## src/rtl/slugtpu_pkg.sv

```systemverilog
// Shared definitions for the slugtpu activation path: default widths,
// requester-id type and the arbiter FSM state encoding.
package slugtpu_pkg;

  localparam int NUM_REQ_DEFAULT = 4;
  localparam int DATA_W_DEFAULT  = 32;
  localparam int REQ_ID_W        = $clog2(NUM_REQ_DEFAULT);

  // Identifies which requester produced a beat (sized for the default requester count).
  typedef logic [REQ_ID_W-1:0] req_id_t;

  // Arbiter is either choosing a requester or serving one.
  typedef enum logic {
    ST_IDLE  = 1'b0,
    ST_BURST = 1'b1
  } arb_state_e;

endpackage

```

## src/rtl/rr_arbiter.sv

```systemverilog
// Circular first-set search starting at ptr_i; returns one-hot and index.
module rr_arbiter #(
  parameter int N  = slugtpu_pkg::NUM_REQ_DEFAULT,
  parameter int IW = $clog2(N)
) (
  input  logic [N-1:0]  req_i,
  input  logic [IW-1:0] ptr_i,
  output logic [N-1:0]  gnt_oh_o,
  output logic [IW-1:0] gnt_idx_o,
  output logic          gnt_any_o
);

  logic [IW:0] cand;

  // Walk offsets from farthest to nearest so the nearest requester at/after ptr wins.
  always_comb begin
    gnt_oh_o  = '0;
    gnt_idx_o = '0;
    gnt_any_o = 1'b0;
    cand      = '0;
    for (int off = N - 1; off >= 0; off--) begin
      cand = {1'b0, ptr_i} + (IW+1)'(off);
      if (cand >= (IW+1)'(N)) begin
        cand = cand - (IW+1)'(N);
      end
      if (req_i[cand[IW-1:0]]) begin
        gnt_oh_o                 = '0;
        gnt_oh_o[cand[IW-1:0]]   = 1'b1;
        gnt_idx_o                = cand[IW-1:0];
        gnt_any_o                = 1'b1;
      end
    end
  end

endmodule

```

## src/rtl/act_arbiter.sv

```systemverilog
// Round-robin burst arbiter feeding a one-stage ReLU/pass-through output register.
module act_arbiter
  import slugtpu_pkg::*;
#(
  parameter int NUM_REQ      = NUM_REQ_DEFAULT,
  parameter int DATA_W       = DATA_W_DEFAULT,
  parameter int BURST_LEN    = 8,
  parameter int IDLE_TIMEOUT = 4
) (
  input  logic                              clk_i,
  input  logic                              rst_ni,
  input  logic                              cfg_relu_en_i,
  input  logic [NUM_REQ-1:0]                req_valid_i,
  input  logic [NUM_REQ-1:0][DATA_W-1:0]    req_data_i,
  input  logic [NUM_REQ-1:0]                req_last_i,
  output logic [NUM_REQ-1:0]                req_ready_o,
  output logic                              out_valid_o,
  output logic [DATA_W-1:0]                 out_data_o,
  output logic [$clog2(NUM_REQ)-1:0]        out_id_o,
  output logic                              out_last_o,
  input  logic                              out_ready_i,
  output logic                              busy_o
);

  localparam int ID_W = $clog2(NUM_REQ);
  localparam int BC_W = $clog2(BURST_LEN + 1);
  localparam int IC_W = $clog2(IDLE_TIMEOUT + 1);

  arb_state_e         state_q, state_d;
  logic [ID_W-1:0]    gnt_q, gnt_d;
  logic [NUM_REQ-1:0] gnt_oh_q, gnt_oh_d;
  logic [ID_W-1:0]    rr_ptr_q, rr_ptr_d;
  logic [BC_W-1:0]    beat_cnt_q, beat_cnt_d;
  logic [IC_W-1:0]    idle_cnt_q, idle_cnt_d;
  logic               out_valid_q, out_valid_d;
  logic [DATA_W-1:0]  out_data_q, out_data_d;
  logic [ID_W-1:0]    out_id_q, out_id_d;
  logic               out_last_q, out_last_d;

  logic [NUM_REQ-1:0] arb_oh;
  logic [ID_W-1:0]    arb_idx;
  logic               arb_any;

  logic               slot_free;
  logic               sel_valid;
  logic               sel_last;
  logic [DATA_W-1:0]  sel_data;
  logic               accept;
  logic               burst_end;
  logic [BC_W-1:0]    beat_inc;
  logic [IC_W-1:0]    idle_inc;

  rr_arbiter #(
    .N  (NUM_REQ),
    .IW (ID_W)
  ) u_rr_arbiter (
    .req_i     (req_valid_i),
    .ptr_i     (rr_ptr_q),
    .gnt_oh_o  (arb_oh),
    .gnt_idx_o (arb_idx),
    .gnt_any_o (arb_any)
  );

  // The output register can take a new beat if empty or being drained this cycle.
  assign slot_free = !out_valid_q || out_ready_i;
  assign sel_valid = req_valid_i[gnt_q];
  assign sel_last  = req_last_i[gnt_q];
  assign sel_data  = req_data_i[gnt_q];
  assign accept    = (state_q == ST_BURST) && sel_valid && slot_free;
  assign beat_inc  = beat_cnt_q + BC_W'(1);
  assign idle_inc  = idle_cnt_q + IC_W'(1);

  // Only the granted requester sees ready, and only while bursting.
  for (genvar gi = 0; gi < NUM_REQ; gi++) begin : g_ready
    assign req_ready_o[gi] = (state_q == ST_BURST) && slot_free && gnt_oh_q[gi];
  end

  // Arbitration FSM: grant in IDLE, count beats and idle cycles in BURST.
  always_comb begin
    state_d    = state_q;
    gnt_d      = gnt_q;
    gnt_oh_d   = gnt_oh_q;
    rr_ptr_d   = rr_ptr_q;
    beat_cnt_d = beat_cnt_q;
    idle_cnt_d = idle_cnt_q;
    burst_end  = 1'b0;
    case (state_q)
      ST_IDLE: begin
        if (arb_any) begin
          gnt_d      = arb_idx;
          gnt_oh_d   = arb_oh;
          beat_cnt_d = '0;
          idle_cnt_d = '0;
          state_d    = ST_BURST;
        end
      end
      ST_BURST: begin
        // A stalled downstream is not the requester's fault, so it does not age the grant.
        if (sel_valid) begin
          idle_cnt_d = '0;
        end else if (out_ready_i) begin
          idle_cnt_d = idle_inc;
          if (idle_inc == IC_W'(IDLE_TIMEOUT)) begin
            burst_end = 1'b1;
          end
        end
        if (accept) begin
          beat_cnt_d = beat_inc;
          if (sel_last || (beat_inc == BC_W'(BURST_LEN))) begin
            burst_end = 1'b1;
          end
        end
        if (burst_end) begin
          state_d  = ST_IDLE;
          rr_ptr_d = (gnt_q == ID_W'(NUM_REQ - 1)) ? '0 : gnt_q + ID_W'(1);
        end
      end
      default: state_d = ST_IDLE;
    endcase
  end

  // Output stage: load an accepted beat, hold under backpressure, drop when drained.
  always_comb begin
    out_valid_d = out_valid_q;
    out_data_d  = out_data_q;
    out_id_d    = out_id_q;
    out_last_d  = out_last_q;
    if (accept) begin
      out_valid_d = 1'b1;
      out_data_d  = (cfg_relu_en_i && sel_data[DATA_W-1]) ? '0 : sel_data;
      out_id_d    = gnt_q;
      out_last_d  = sel_last;
    end else if (out_ready_i) begin
      out_valid_d = 1'b0;
    end
  end

  // State registers with synchronous active-low reset.
  always_ff @(posedge clk_i) begin
    if (!rst_ni) begin
      state_q     <= ST_IDLE;
      gnt_q       <= '0;
      gnt_oh_q    <= '0;
      rr_ptr_q    <= '0;
      beat_cnt_q  <= '0;
      idle_cnt_q  <= '0;
      out_valid_q <= 1'b0;
      out_data_q  <= '0;
      out_id_q    <= '0;
      out_last_q  <= 1'b0;
    end else begin
      state_q     <= state_d;
      gnt_q       <= gnt_d;
      gnt_oh_q    <= gnt_oh_d;
      rr_ptr_q    <= rr_ptr_d;
      beat_cnt_q  <= beat_cnt_d;
      idle_cnt_q  <= idle_cnt_d;
      out_valid_q <= out_valid_d;
      out_data_q  <= out_data_d;
      out_id_q    <= out_id_d;
      out_last_q  <= out_last_d;
    end
  end

  assign out_valid_o = out_valid_q;
  assign out_data_o  = out_data_q;
  assign out_id_o    = out_id_q;
  assign out_last_o  = out_last_q;
  assign busy_o      = (state_q == ST_BURST);

endmodule
```

## config.mk

```make
export PLATFORM = sky130hd
export DESIGN_NAME = act_arbiter
export DESIGN_NICKNAME = d
export VERILOG_FILES = /design/src/rtl/slugtpu_pkg.sv /design/src/rtl/rr_arbiter.sv /design/src/rtl/act_arbiter.sv
export SDC_FILE = /design/constraint.sdc
export NUM_CORES = 1
export LEC_CHECK = 0
export ABC_AREA = 1
export BUFFER_PORTS_ARGS = -buffer_cell sky130_fd_sc_hd__buf_2
export CAP_MARGIN = 20
export CORE_MARGIN = 4
export CORE_UTILIZATION = 46
export DETAILED_ROUTE_END_ITERATION = 10
export GPL_ROUTABILITY_DRIVEN = 0
export PLACE_DENSITY = 0.81
export SLEW_MARGIN = 5
export SYNTH_ARGS = -nofsm -noshare
export SYNTH_HDL_FRONTEND = slang
export SYNTH_SLANG_ARGS = --single-unit
```

## constraint.sdc

```tcl
create_clock -name clk_i -period 2.6 [get_ports clk_i]
set_clock_uncertainty 0.15 [all_clocks]
set_input_delay 0.39 -clock clk_i [delete_from_list [all_inputs] [get_ports clk_i]]
set_output_delay 0.39 -clock clk_i [all_outputs]
set_load 0.1 [all_outputs]
```

==> flow_summary_export.csv <==
group,metric,value,unit
drt,wl_met1,4677,µm
clocking,clockRootBuffer,"clkbuf_8",
clocking,cts.repair.resized,0,
synth,synthArstFlopShare,0,%
critical_path,crit_required,2.67,ns
sta,slew_viol_final,0,
layout,syn2layout_area_growth,27.87,%
drt,drc,0,
worst_hold_path,hold_start,"out_ready_i",
clocking,clk_pin_slew,0.10,ns
layout,final_common_cell,"buf_2",
sta,clock.fmax,0.4742,GHz
grt,grt_remaining_overflow,0,
drt,top_layer,"met4",
critical_path,crit_type,"reg -> reg",
drt,dr_wl_met2,5970,µm
pwr,peakVddDrop,809.7,µV
drt,ant_nets,0,
layout,fin_nets,857,
grt,grt_pass1_vias,4051,
worst_hold_path,hold_class,"in -> reg",
layout,fin_area,4536,µm²
critical_path,end_kind,"flip-flop",
clocking,cts_hold_buf,0,
drt,vias,4345,
critical_path,worst_ep_arrival_time,2.18,ns
drt,drtPass1Iterations,6,
clocking,cts_setup_buffers,0,
synth,netlist_area,3547,µm²
synth,synthCells,545,
drt,avgRoutedWirePerCell,14.58,µm
clocking,cts_sinks,52,
die,dieHeight,95.82,µm
critical_path,path_delay_family,"simple AND/OR/NAND/NOR gates",
sta,fin_hold_ws,0.2541,ns
synth,yosysSeqAreaShare,29.35,%
synth,synth_area_per_cell,6.509,µm²
layout,utilization,61.55,%
critical_path,cp_cell_sequence,"inv_1 > ha_1 > inv_1 > nand3_1 > nand2_1 > inv_1 > nor2_1 > nand2_1 > nand3_1 > nand2_1 > a21oi_1",
critical_path,cp-startpoint,"rr_ptr_q[1]$_SDFFE_PN0P_",
sta,slew_headroom,58.37,%
drt,met3WireLength,839,µm
synth,syn_nets,697,
sta,hold_violations,0,
critical_path,worstPathBufferInverterCount,3,
synth,synth_ff_type,"dfxtp_1",
pwr,leakagePower,0.002188,µW
sta,grt_setup_unrepaired,"false",
run,max_cap_violations,0,
sta,fin_ws,0.4911,ns
drt,vias_per_cell,5.398,
clocking,numCtsBuffers,5,
synth,yosysWarnings,0,
sta,post-route-period-util,81.11,%
pwr,p_total,5081,µW
critical_path,r2r-start,"rr_ptr_q[1]$_SDFFE_PN0P_",
die,die_area,9181,µm²
synth,synth_edf_count,0,
synth,synth_seq_cells,52,
critical_path,cp_slowest_cell,"dfxtp_1",
layout,final_cell_mix,"180 x buf_2, 118 x nor2_1, 102 x o21ai_0, 59 x nand2_1, 51 x dfxtp_1",
drt,drt-initial-drc-count,274,
critical_path,startpoint_type,"flip-flop",
sta,setup_viol,0,
synth,synth_cell_types,27,
status,status,"completed",
grt,grtUsageTotal,25.33,%
layout,n_antenna_cell,0,
drt,wirelength,11740,µm
clocking,cts_htree_levels,2,
layout,layout-drive-gt1-share,34.14,%
die,pin_count,181,
sta,period_minus_slack,2.109,ns
place,dpl.hpwl,9035,µm
clocking,clockBufferDepth,2,
critical_path,critPathMaxFanout,8,
place,place_area,4442,µm²
die,fp-row-count,31,
place,port-buffer-count,180,
pwr,power_density,1120,nW/µm²
grt,grt_max_degree,70,
die,start_util,48.13,%
grt,grt_pass1_wl,18570,µm
die,coreArea,7370,µm²
place,dpl_worst_slack,0.5380,ns
grt,antenna_found_initial,0,
clocking,insertion_delay,0.30,ns
critical_path,critPathMaxStageDelay,0.48,ns
die,fp.dieW,95.82,µm
clocking,cts_tree,"built",
sta,tightest_slew,0.6244,ns
[cells in the mapped netlist, types with 8 or more instances]
cell type,instances,area [µm²]
inv_1,22,82.58
o22ai_1,31,193.9
ha_1,12,150.1
o21ai_0,102,510.5
a21oi_1,35,175.2
nand2_1,59,221.5
dfxtp_1,52,1041
a21oi_2,19,166.4
clkbuf_1,15,56.30
nand3_1,28,140.1
buf_6,8,90.09
buf_2,12,60.06
nor2_1,122,457.9
[worst reg2reg max path, stage by stage (launching register included)]
cell,delay (ns)
dfxtp_1,0.48
inv_1,0.20
ha_1,0.34
inv_1,0.08
nand3_1,0.10
nand2_1,0.07
inv_1,0.03
nor2_1,0.20
nand2_1,0.08
nand3_1,0.09
nand2_1,0.06
a21oi_1,0.15
[metal layers]
metal,track usage [%],vias to the layer above
met5,0,-
met4,6.754,0
met3,5.160,26
met2,46.09,176
met1,30.06,1981
li1,-,2162
[stage by stage]
step / instances / setup TNS (ns)
after floorplan: 545 / -0.6252
after global placement: 797 / 0
after detailed placement: 797 / 0
after CTS: 805 / 0
after global routing: 805 / 0
final: 805 / 0
[worst paths after layout]
kind / cells after the start / end / slack [ns]
setup / recovery: 11 / gnt_oh_q[0]$_SDFFE_PN0P_ / 0.49
hold / removal: 3 / idle_cnt_q[1]$_SDFFE_PN0P_ / 0.25
setup reg to reg: 11 / gnt_oh_q[0]$_SDFFE_PN0P_ / 0.49
hold reg to reg: 2 / gnt_oh_q[3]$_SDFFE_PN0P_ / 0.32
[sequential cells by signal, summed over array words and instances, names as in the netlist]
signal	flops
busy_o	1
beat_cnt_q	4
out_valid_o	1
out_last_o	1
idle_cnt_q	3
out_data_o	32
out_id_o	2
rr_ptr_q	2
gnt_oh_q	4
gnt_q	2
[cell families (layout without fill, tap and decap cells)]
family                   Yosys count  count (layout)  share of synthesized area, %
AND/OR/NAND/NOR                  220             220                         25.89
AO/OA/AOI/OAI                    192             192                         30.48
buffers and inverters             68             229                         9.806
flip-flops                        52              52                         29.35
adder cells (fa/ha/maj)           12              12                         4.233
XOR/XNOR                           1               1                        0.2470
[layout make-up]
cell class                      instances  area (µm²)
Fill cell                             687        2834
Multi-Input combinational cell        425        2173
Sequential cell                        52        1042
Timing Repair Buffer                  192       991.0
Tap cell                               99       123.9
Inverter                               29       111.4
Clock buffer                            7       86.33
Clock inverter                          1       7.507
[power by group]
group / internal, µW / leakage (µW) / switching [µW]
Combinational: 808 / 0.00172 / 2640
Sequential: 1010 / 0.000427 / 139
Clock: 217 / 0.0000445 / 263
Total: 2040 / 0.00219 / 3040
Power figures use the tool's default switching activity.
